### src/rtl/int_ctrl_if.sv
// Bundle of SFR inputs, CPU handshake and TCON clear pulses for the interrupt arbiter.
// The master side is the CPU/SFR block; int_ctrl takes the slave side.
interface int_ctrl_if;
    logic [7:0] ie_data;
    logic [7:0] ip_data;
    logic       ie0;
    logic       tf0;
    logic       ie1;
    logic       tf1;
    logic       ri;
    logic       ti;
    logic       it0;
    logic       it1;
    logic       int_ack;
    logic       reti;
    logic       int_req;
    logic [7:0] int_vect;
    logic [1:0] in_service;
    logic       clr_ie0;
    logic       clr_tf0;
    logic       clr_ie1;
    logic       clr_tf1;

    modport master (
        output ie_data, ip_data, ie0, tf0, ie1, tf1, ri, ti, it0, it1, int_ack, reti,
        input  int_req, int_vect, in_service, clr_ie0, clr_tf0, clr_ie1, clr_tf1
    );

    modport slave (
        input  ie_data, ip_data, ie0, tf0, ie1, tf1, ri, ti, it0, it1, int_ack, reti,
        output int_req, int_vect, in_service, clr_ie0, clr_tf0, clr_ie1, clr_tf1
    );
endinterface

### src/rtl/int_ctrl.sv
// Two-level 8051 interrupt arbiter: picks the best eligible source, requests a vector,
// tracks in-service nesting until RETI and pulses TCON flag clears on acknowledge.
module int_ctrl (
    input  logic        clock,
    input  logic        reset,
    int_ctrl_if.slave   bus
);
    typedef enum logic {IDLE, REQ} state_t;

    state_t     state_q;
    logic       int_req_q;
    logic [7:0] int_vect_q;
    logic       lvl_q;
    logic [2:0] src_q;
    logic [1:0] in_service_q;
    logic [1:0] in_service_d;
    logic [3:0] clr_q;

    logic       ea;
    logic [4:0] flag;
    logic [4:0] cand;
    logic [4:0] hi_elig;
    logic [4:0] lo_elig;
    logic [4:0] sel_vec;
    logic       sel_lvl;
    logic [2:0] sel_src;
    logic [3:0] clr_en;
    logic       unused_bits;

    assign ea   = bus.ie_data[7];
    // Bit index is the fixed priority order; vector address follows as {src, 3'b011}.
    assign flag = {bus.ri | bus.ti, bus.tf1, bus.ie1, bus.tf0, bus.ie0};

    generate
        for (genvar gi = 0; gi < 5; gi++) begin : g_src
            assign cand[gi]    = flag[gi] & bus.ie_data[gi] & ea;
            assign hi_elig[gi] = cand[gi] & bus.ip_data[gi] & ~in_service_q[1];
            assign lo_elig[gi] = cand[gi] & ~bus.ip_data[gi] & ~(|in_service_q);
        end
    endgenerate

    assign sel_lvl = |hi_elig;
    assign sel_vec = sel_lvl ? hi_elig : lo_elig;

    always_comb begin
        sel_src = 3'd0;
        for (int i = 4; i >= 0; i--) begin
            if (sel_vec[i]) begin
                sel_src = 3'(i);
            end
        end
    end

    // Edge-triggered externals and timers get hardware clears; serial never does.
    assign clr_en = {1'b1, bus.it1, 1'b1, bus.it0};

    // RETI retires the innermost level before an acknowledge in the same cycle marks a new one.
    always_comb begin
        in_service_d = in_service_q;
        if (bus.reti) begin
            if (in_service_d[1]) begin
                in_service_d[1] = 1'b0;
            end else begin
                in_service_d[0] = 1'b0;
            end
        end
        if (state_q == REQ && bus.int_ack) begin
            in_service_d[lvl_q] = 1'b1;
        end
    end

    always_ff @(posedge clock or posedge reset) begin
        if (reset) begin
            state_q      <= IDLE;
            int_req_q    <= 1'b0;
            int_vect_q   <= 8'h00;
            lvl_q        <= 1'b0;
            src_q        <= 3'd0;
            in_service_q <= 2'b00;
            clr_q        <= 4'b0000;
        end else begin
            clr_q        <= 4'b0000;
            in_service_q <= in_service_d;
            case (state_q)
                IDLE: begin
                    if (|sel_vec) begin
                        state_q    <= REQ;
                        int_req_q  <= 1'b1;
                        int_vect_q <= {2'b00, sel_src, 3'b011};
                        lvl_q      <= sel_lvl;
                        src_q      <= sel_src;
                    end
                end
                REQ: begin
                    if (bus.int_ack) begin
                        state_q   <= IDLE;
                        int_req_q <= 1'b0;
                        if (!src_q[2] && clr_en[src_q[1:0]]) begin
                            clr_q[src_q[1:0]] <= 1'b1;
                        end
                    end else if (!ea) begin
                        state_q   <= IDLE;
                        int_req_q <= 1'b0;
                    end
                end
                default: begin
                    state_q   <= IDLE;
                    int_req_q <= 1'b0;
                end
            endcase
        end
    end

    assign bus.int_req    = int_req_q;
    assign bus.int_vect   = int_vect_q;
    assign bus.in_service = in_service_q;
    assign bus.clr_ie0    = clr_q[0];
    assign bus.clr_tf0    = clr_q[1];
    assign bus.clr_ie1    = clr_q[2];
    assign bus.clr_tf1    = clr_q[3];

    assign unused_bits = ^{bus.ie_data[6:5], bus.ip_data[7:5]};
endmodule

### src/flat_wrapper.sv
// flat-port wrapper written by rule: the top's interface ports become plain ports
module int_ctrl_flat 
  (clock, reset, bus_ie_data, bus_ip_data, bus_ie0, bus_tf0, bus_ie1, bus_tf1, bus_ri, bus_ti, bus_it0, bus_it1, bus_int_ack, bus_reti, bus_int_req, bus_int_vect, bus_in_service, bus_clr_ie0, bus_clr_tf0, bus_clr_ie1, bus_clr_tf1);
  int_ctrl_if bus_i ();
  input  logic clock;
  input  logic reset;
  input wire logic [$bits(bus_i.ie_data)-1:0] bus_ie_data;
  input wire logic [$bits(bus_i.ip_data)-1:0] bus_ip_data;
  input wire logic [$bits(bus_i.ie0)-1:0] bus_ie0;
  input wire logic [$bits(bus_i.tf0)-1:0] bus_tf0;
  input wire logic [$bits(bus_i.ie1)-1:0] bus_ie1;
  input wire logic [$bits(bus_i.tf1)-1:0] bus_tf1;
  input wire logic [$bits(bus_i.ri)-1:0] bus_ri;
  input wire logic [$bits(bus_i.ti)-1:0] bus_ti;
  input wire logic [$bits(bus_i.it0)-1:0] bus_it0;
  input wire logic [$bits(bus_i.it1)-1:0] bus_it1;
  input wire logic [$bits(bus_i.int_ack)-1:0] bus_int_ack;
  input wire logic [$bits(bus_i.reti)-1:0] bus_reti;
  output wire logic [$bits(bus_i.int_req)-1:0] bus_int_req;
  output wire logic [$bits(bus_i.int_vect)-1:0] bus_int_vect;
  output wire logic [$bits(bus_i.in_service)-1:0] bus_in_service;
  output wire logic [$bits(bus_i.clr_ie0)-1:0] bus_clr_ie0;
  output wire logic [$bits(bus_i.clr_tf0)-1:0] bus_clr_tf0;
  output wire logic [$bits(bus_i.clr_ie1)-1:0] bus_clr_ie1;
  output wire logic [$bits(bus_i.clr_tf1)-1:0] bus_clr_tf1;
  assign bus_i.ie_data = bus_ie_data;
  assign bus_i.ip_data = bus_ip_data;
  assign bus_i.ie0 = bus_ie0;
  assign bus_i.tf0 = bus_tf0;
  assign bus_i.ie1 = bus_ie1;
  assign bus_i.tf1 = bus_tf1;
  assign bus_i.ri = bus_ri;
  assign bus_i.ti = bus_ti;
  assign bus_i.it0 = bus_it0;
  assign bus_i.it1 = bus_it1;
  assign bus_i.int_ack = bus_int_ack;
  assign bus_i.reti = bus_reti;
  assign bus_int_req = bus_i.int_req;
  assign bus_int_vect = bus_i.int_vect;
  assign bus_in_service = bus_i.in_service;
  assign bus_clr_ie0 = bus_i.clr_ie0;
  assign bus_clr_tf0 = bus_i.clr_tf0;
  assign bus_clr_ie1 = bus_i.clr_ie1;
  assign bus_clr_tf1 = bus_i.clr_tf1;
  int_ctrl u_core (.clock(clock), .reset(reset), .bus(bus_i));
endmodule
### config.mk
export PLATFORM = sky130hd
export DESIGN_NAME = int_ctrl_flat
export DESIGN_NICKNAME = d
export VERILOG_FILES = /design/src/rtl/int_ctrl_if.sv /design/src/rtl/int_ctrl.sv /design/src/flat_wrapper.sv
export SDC_FILE = /design/constraint.sdc
export NUM_CORES = 1
export LEC_CHECK = 0
export CORE_UTILIZATION = 41
export CTS_CLUSTER_SIZE = 10
export DETAILED_ROUTE_END_ITERATION = 8
export GPL_TIMING_DRIVEN = 0
export PLACE_DENSITY = 0.88
export SYNTH_ARGS = -nofsm -noshare
export SYNTH_HDL_FRONTEND = slang
export SYNTH_SLANG_ARGS = --single-unit
### constraint.sdc
create_clock -name clock -period 3.4 [get_ports clock]
set_clock_uncertainty 0.1 [all_clocks]
set_input_delay 0.34 -clock clock [delete_from_list [all_inputs] [get_ports clock]]
set_output_delay 0.34 -clock clock [all_outputs]
set_load 0.01 [all_outputs]
---- Word level (Yosys, flattened, before mapping) ----
Index checks and enable logic that the tools add are counted.
word-level totals
  register bits after elaboration ......... 17
  bits of input ports ..................... 28
  output and inout bits ................... 15
  logic and storage cells ................. 89
cells by class
  order comparisons ....................... 4
  equal/unequal tests ..................... 2
  mux-type cells .......................... 26
  bitwise operators ....................... 40
  reductions and logical operators ........ 10
operators by type and width
  operator                                                            count
  AND 1 bit                                                           30
  two-way mux 3 bit                                                   5
  two-way mux 4 bit                                                   3
  two-way mux 1 bit                                                   10
  OR reduction 5 bit                                                  2
  NOT 1 bit                                                           8
  two-way mux 5 bit                                                   1
  logical AND 1 bit                                                   4
  two-way mux 2 bit                                                   2
  one-hot mux 1 bit (2 select lines)                                  2
  AND reduction 2 bit                                                 2
  < comparator 2 x 3 -> 1 bit (second input constant)                 1
  != test 3 bit (second input constant)                               1
  binary-select mux 1 bit (select 2 bit)                              1
  demux 1 bit (select 2 bit)                                          1
  greater-or-equal comparator 2 x 1 -> 1 bit (second input constant)  1
  < comparator 1 x 2 -> 1 bit (second input constant)                 1
  != test 2 x 1 -> 1 bit (second input constant)                      1
  OR 2 bit                                                            1
  OR reduction 2 bit                                                  1
  demux 1 bit (select 1 bit)                                          1
  greater-or-equal comparator 1 bit (second input constant)           1
  logical NOT 1 bit                                                   1
  OR 1 bit                                                            1

---- Logic depth before layout (Yosys ltp) ----
  word-level depth ........................ 12
  mapped depth ............................ 6

---- Worst setup path before layout ----
OpenSTA, ideal clock, no wires.
  path type ............................... input -> register
  from .................................... input bus_ie_data[7]
  to ...................................... register u_core.src_q[0]
  arrival ................................. 1.404 ns
  data required time ...................... 3.221 ns
  slack ................................... 1.817 ns
  stages on the path ...................... 6
  buffers on the path ..................... 1
  cells stage by stage .................... buf_6 > and4_4 > nor4_4 > o311ai_2 > a21oi_4 > mux2i_1
on the way
  longest elaborated chain between the ends .. 9
  elaborated cells between the ends (all ways) .. 33
RTL lines
  what                             line               source
  from (decl)                      flat_wrapper.sv:7  input wire logic [$bits(bus_i.ie_data)-1:0] bus_ie_data;
  AND 1 bit                        int_ctrl.sv:36     assign cand[gi] = flag[gi] & bus.ie_data[gi] & ea;
  AND 1 bit (2 in series)          int_ctrl.sv:37     assign hi_elig[gi] = cand[gi] & bus.ip_data[gi] & ~in_service_q[1];
  OR reduction 5 bit               int_ctrl.sv:42     assign sel_lvl = |hi_elig;
  two-way mux 5 bit *              int_ctrl.sv:43     assign sel_vec = sel_lvl ? hi_elig : lo_elig;
  two-way mux 3 bit (4 in series)  int_ctrl.sv:48     if (sel_vec[i]) begin
  to (signal assigned)             int_ctrl.sv:91     src_q <= sel_src;
  to (decl)                        int_ctrl.sv:14     logic [2:0] src_q;
Every way passes the cells marked *; elsewhere a longest branch is shown, timed or not.
A chain may end at the register's enable or synchronous reset.

---- Worst setup path in the final report ----
Same ends and word-level chain as after synthesis.

==> results.json <==
{
  "dp_hpwl_um": 1670,
  "yosys_warnings": 0,
  "gr-total-overflow": 0,
  "start_util_pct": 45.5,
  "setup_tns_ns": 0,
  "worstPathMaxFanout": 10,
  "antenna_found_initial": 0,
  "maxCapViolCount": 0,
  "slew_violations": 0,
  "post-route-drc-count": 0,
  "post-place-ws_ns": 1.17,
  "worst_path_max_delay_cell": "clkdlybuf4s50_1",
  "ys_types": 38,
  "path_class": "input port to flop",
  "fillCellCount": 157,
  "synth_top_family_by_area": "compound AO/OA/AOI/OAI gates",
  "fin_nets": 156,
  "cellPowerDensity_nw_per_um2": 532,
  "htreeDepth": 1,
  "synth_seq_cells": 13,
  "wl_um": 2100,
  "cp-end-kind": "flop",
  "ff2ff_setup_slack_ns": 1.68,
  "cts_tree": "done",
  "grt_pass1_vias": 770,
  "synth_cells": 87,
  "holdWs_ns": 0.275,
  "synthMuxAreaShare_pct": 1.22,
  "syn_area_um2": 820,
  "synth_compound_area_share_pct": 25.6,
  "finalHoldViolCount": 0,
  "synthSimpleGateAreaFrac_pct": 22.7,
  "crit_arrival_ns": 2.03,
  "critPathMaxStageDelay_ns": 0.49,
  "grt_max_degree": 14,
  "ant_nets": 0,
  "cts_resized": 0,
  "ir_drop_mv": 0.394,
  "postCtsSetupRepairBufs": 0,
  "clkSinkCount": 13,
  "worst_slack_ns": 1.47,
  "required_ns": 3.50,
  "synth-adder-area-share_pct": 0,
  "io_pins": 43,
  "place_congestion": 0.843,
  "synth_xor_area_share_pct": 0,
  "drt_iter0_markers": 15,
  "area_delta_synth_final_pct": 49.5,
  "via_per_inst": 5.32,
  "cts_buffers": 3,
  "grt_usage_pct": 20.9,
  "die-area_um2": 2180,
  "clkSlewWorstSetupHoldPaths_ns": 0.08,
  "drt_pass1_iterations": 5,
  "antenna_cells": 0,
  "timing.fmax_mhz": 518,
  "p_leak_nw": 0.525,
  "rows": 15,
  "grt_setup_unrepaired": "no",
  "clock_latency_ns": 0.28,
  "die_y_um": 46.7,
  "min_period_ns": 1.93,
  "clk_path_buf_depth": 2,
  "synth_area_per_cell_um2": 9.42,
  "hold_path.class": "input port to async pin",
  "status": "complete, no violations",
  "io_buffer_count": 34,
  "drive_above_1_share_pct": 13.4,
  "cts-root-buf": "clkbuf_4",
  "cts_hold_buf": 0,
  "finalSetupViolations": 0,
  "vias": 809,
  "die_w_um": 46.7,
  "core_area_um2": 1800,
  "critical_path.startpoint_type": "input port",
  "fin_crit_sh_pct": 56.7,
  "grt_pass1_wl_um": 3130,
  "synth_seq_area_share_pct": 39.7,
  "routedWlPerCell_um": 13.8,
  "path_cells": "clkdlybuf4s50_1, buf_6, inv_1, nor3b_1, o311ai_2, a21oi_4, mux2i_1"
}
-- where the power goes --
group / switching, mW / internal (mW)
combinational: 0.145 / 0.167
clock: 0.0509 / 0.0455
sequential: 0.0408 / 0.202
-- flip-flops by register name, summed over array words and instances (netlist names) --
signal	count
u_core.src_q	2
u_core.bus.int_vect	2
u_core.lvl_q	1
u_core.clr_q	4
u_core.bus.in_service	2
u_core.state_q	1
u_core.bus.int_req	1
-- cells by family after synthesis --
family | count (synthesis)
and+or+nand+nor | 29
AOI/OAI and AO/OA | 27
muxes | 1
buffers and inverters | 16
DFF | 13
other | 1
-- stage by stage --
step / power (mW) / utilization, % / cells / instance area (µm²)
finish: 0.652 / 68.0 / 152 / 1220
global route: 0.696 / 68.0 / 152 / 1220
CTS: 0.656 / 68.0 / 152 / 1220
detailed placement: 0.557 / 66.5 / 148 / 1200
global placement: 0.548 / 66.5 / 148 / 1200
floorplan: 0.417 / - / 89 / 827
-- placed cells by master (no fill, tap or decap), types with 2 or more instances in the layout --
cell             Yosys  layout
clkdlybuf4s50_1      0      34
dfrtp_1             13      13
inv_1                9       9
nand3_1              8       8
nor2_1               5       5
and4_1               4       4
o22ai_1              4       4
a21oi_1              4       4
buf_4                4       4
nand2_1              3       3
conb_1               1       3
clkbuf_4             0       3
o21ai_0              2       2
a21o_1               2       2
o21ai_1              2       2
a31oi_1              2       2
-- layer usage --
layer	vias up	share of wire [%]	global-route usage [%]	routed length [µm]
li1	397	-	-	-
met1	379	42	22.6	892
met2	31	49	36.9	1020
met3	2	7.6	4.31	159
met4	0	1.2	12.6	25
met5	-	0	0	0
-- worst max-delay path, delay by kind of cell --
kind / cells / cell delay [ns]
buffers and inverters: 3 / 0.69
AO/OA/AOI/OAI: 2 / 0.44
AND/OR/NAND/NOR: 1 / 0.34
multiplexers: 1 / 0.21
-- cells in the mapped netlist, drive strengths merged --
cell / instances / area [µm²]
a41oi: 1 / 8.76
and3b: 1 / 8.76
a21oi: 5 / 36.3
nor4: 1 / 21.3
a21boi: 1 / 7.51
a31o: 1 / 8.76
dfrtp: 13 / 325
or2: 2 / 12.5
nand2: 3 / 11.3
and4: 5 / 46.3
buf: 6 / 46.3
o22ai: 4 / 25.0
o21ai: 4 / 20.0
conb: 1 / 3.75
o21a: 1 / 7.51
inv: 10 / 37.5
o311ai: 1 / 16.3
mux2i: 1 / 10.0
nor2: 5 / 18.8
a31oi: 2 / 12.5
nand4: 1 / 6.26
a32oi: 1 / 8.76
o32ai: 2 / 25.0
o22a: 1 / 8.76
nand3b: 1 / 7.51
a21o: 2 / 15.0
nand3: 8 / 40.0
nor3b: 1 / 7.51
o21ba: 1 / 10.0
nand2b: 1 / 6.26
-- final timing paths --
check	startpoint	to	cells after the start
setup / recovery	bus_ie_data[7]	u_core.src_q[0]	7
hold / removal	reset	u_core.bus.int_req	2
max in group asynchronous	reset	u_core.clr_q[2]	2
min in group clock	u_core.lvl_q	u_core.bus.in_service[0]	1
hold reg to reg	u_core.lvl_q	u_core.bus.in_service[0]	1
setup reg to reg	u_core.bus.in_service[1]	u_core.src_q[0]	4
-- final cells by class --
cell class	instances	area [µm²]	share of cell area [%]
Multi-Input combinational cell	60	418	34.1
Timing Repair Buffer	34	340	27.8
Sequential cell	13	325	26.6
Buffer	6	46.3	3.78
Inverter	10	37.5	3.06
Tap cell	25	31.3	2.55
Clock buffer	4	26.3	2.15
Power figures use the tool's default switching activity.
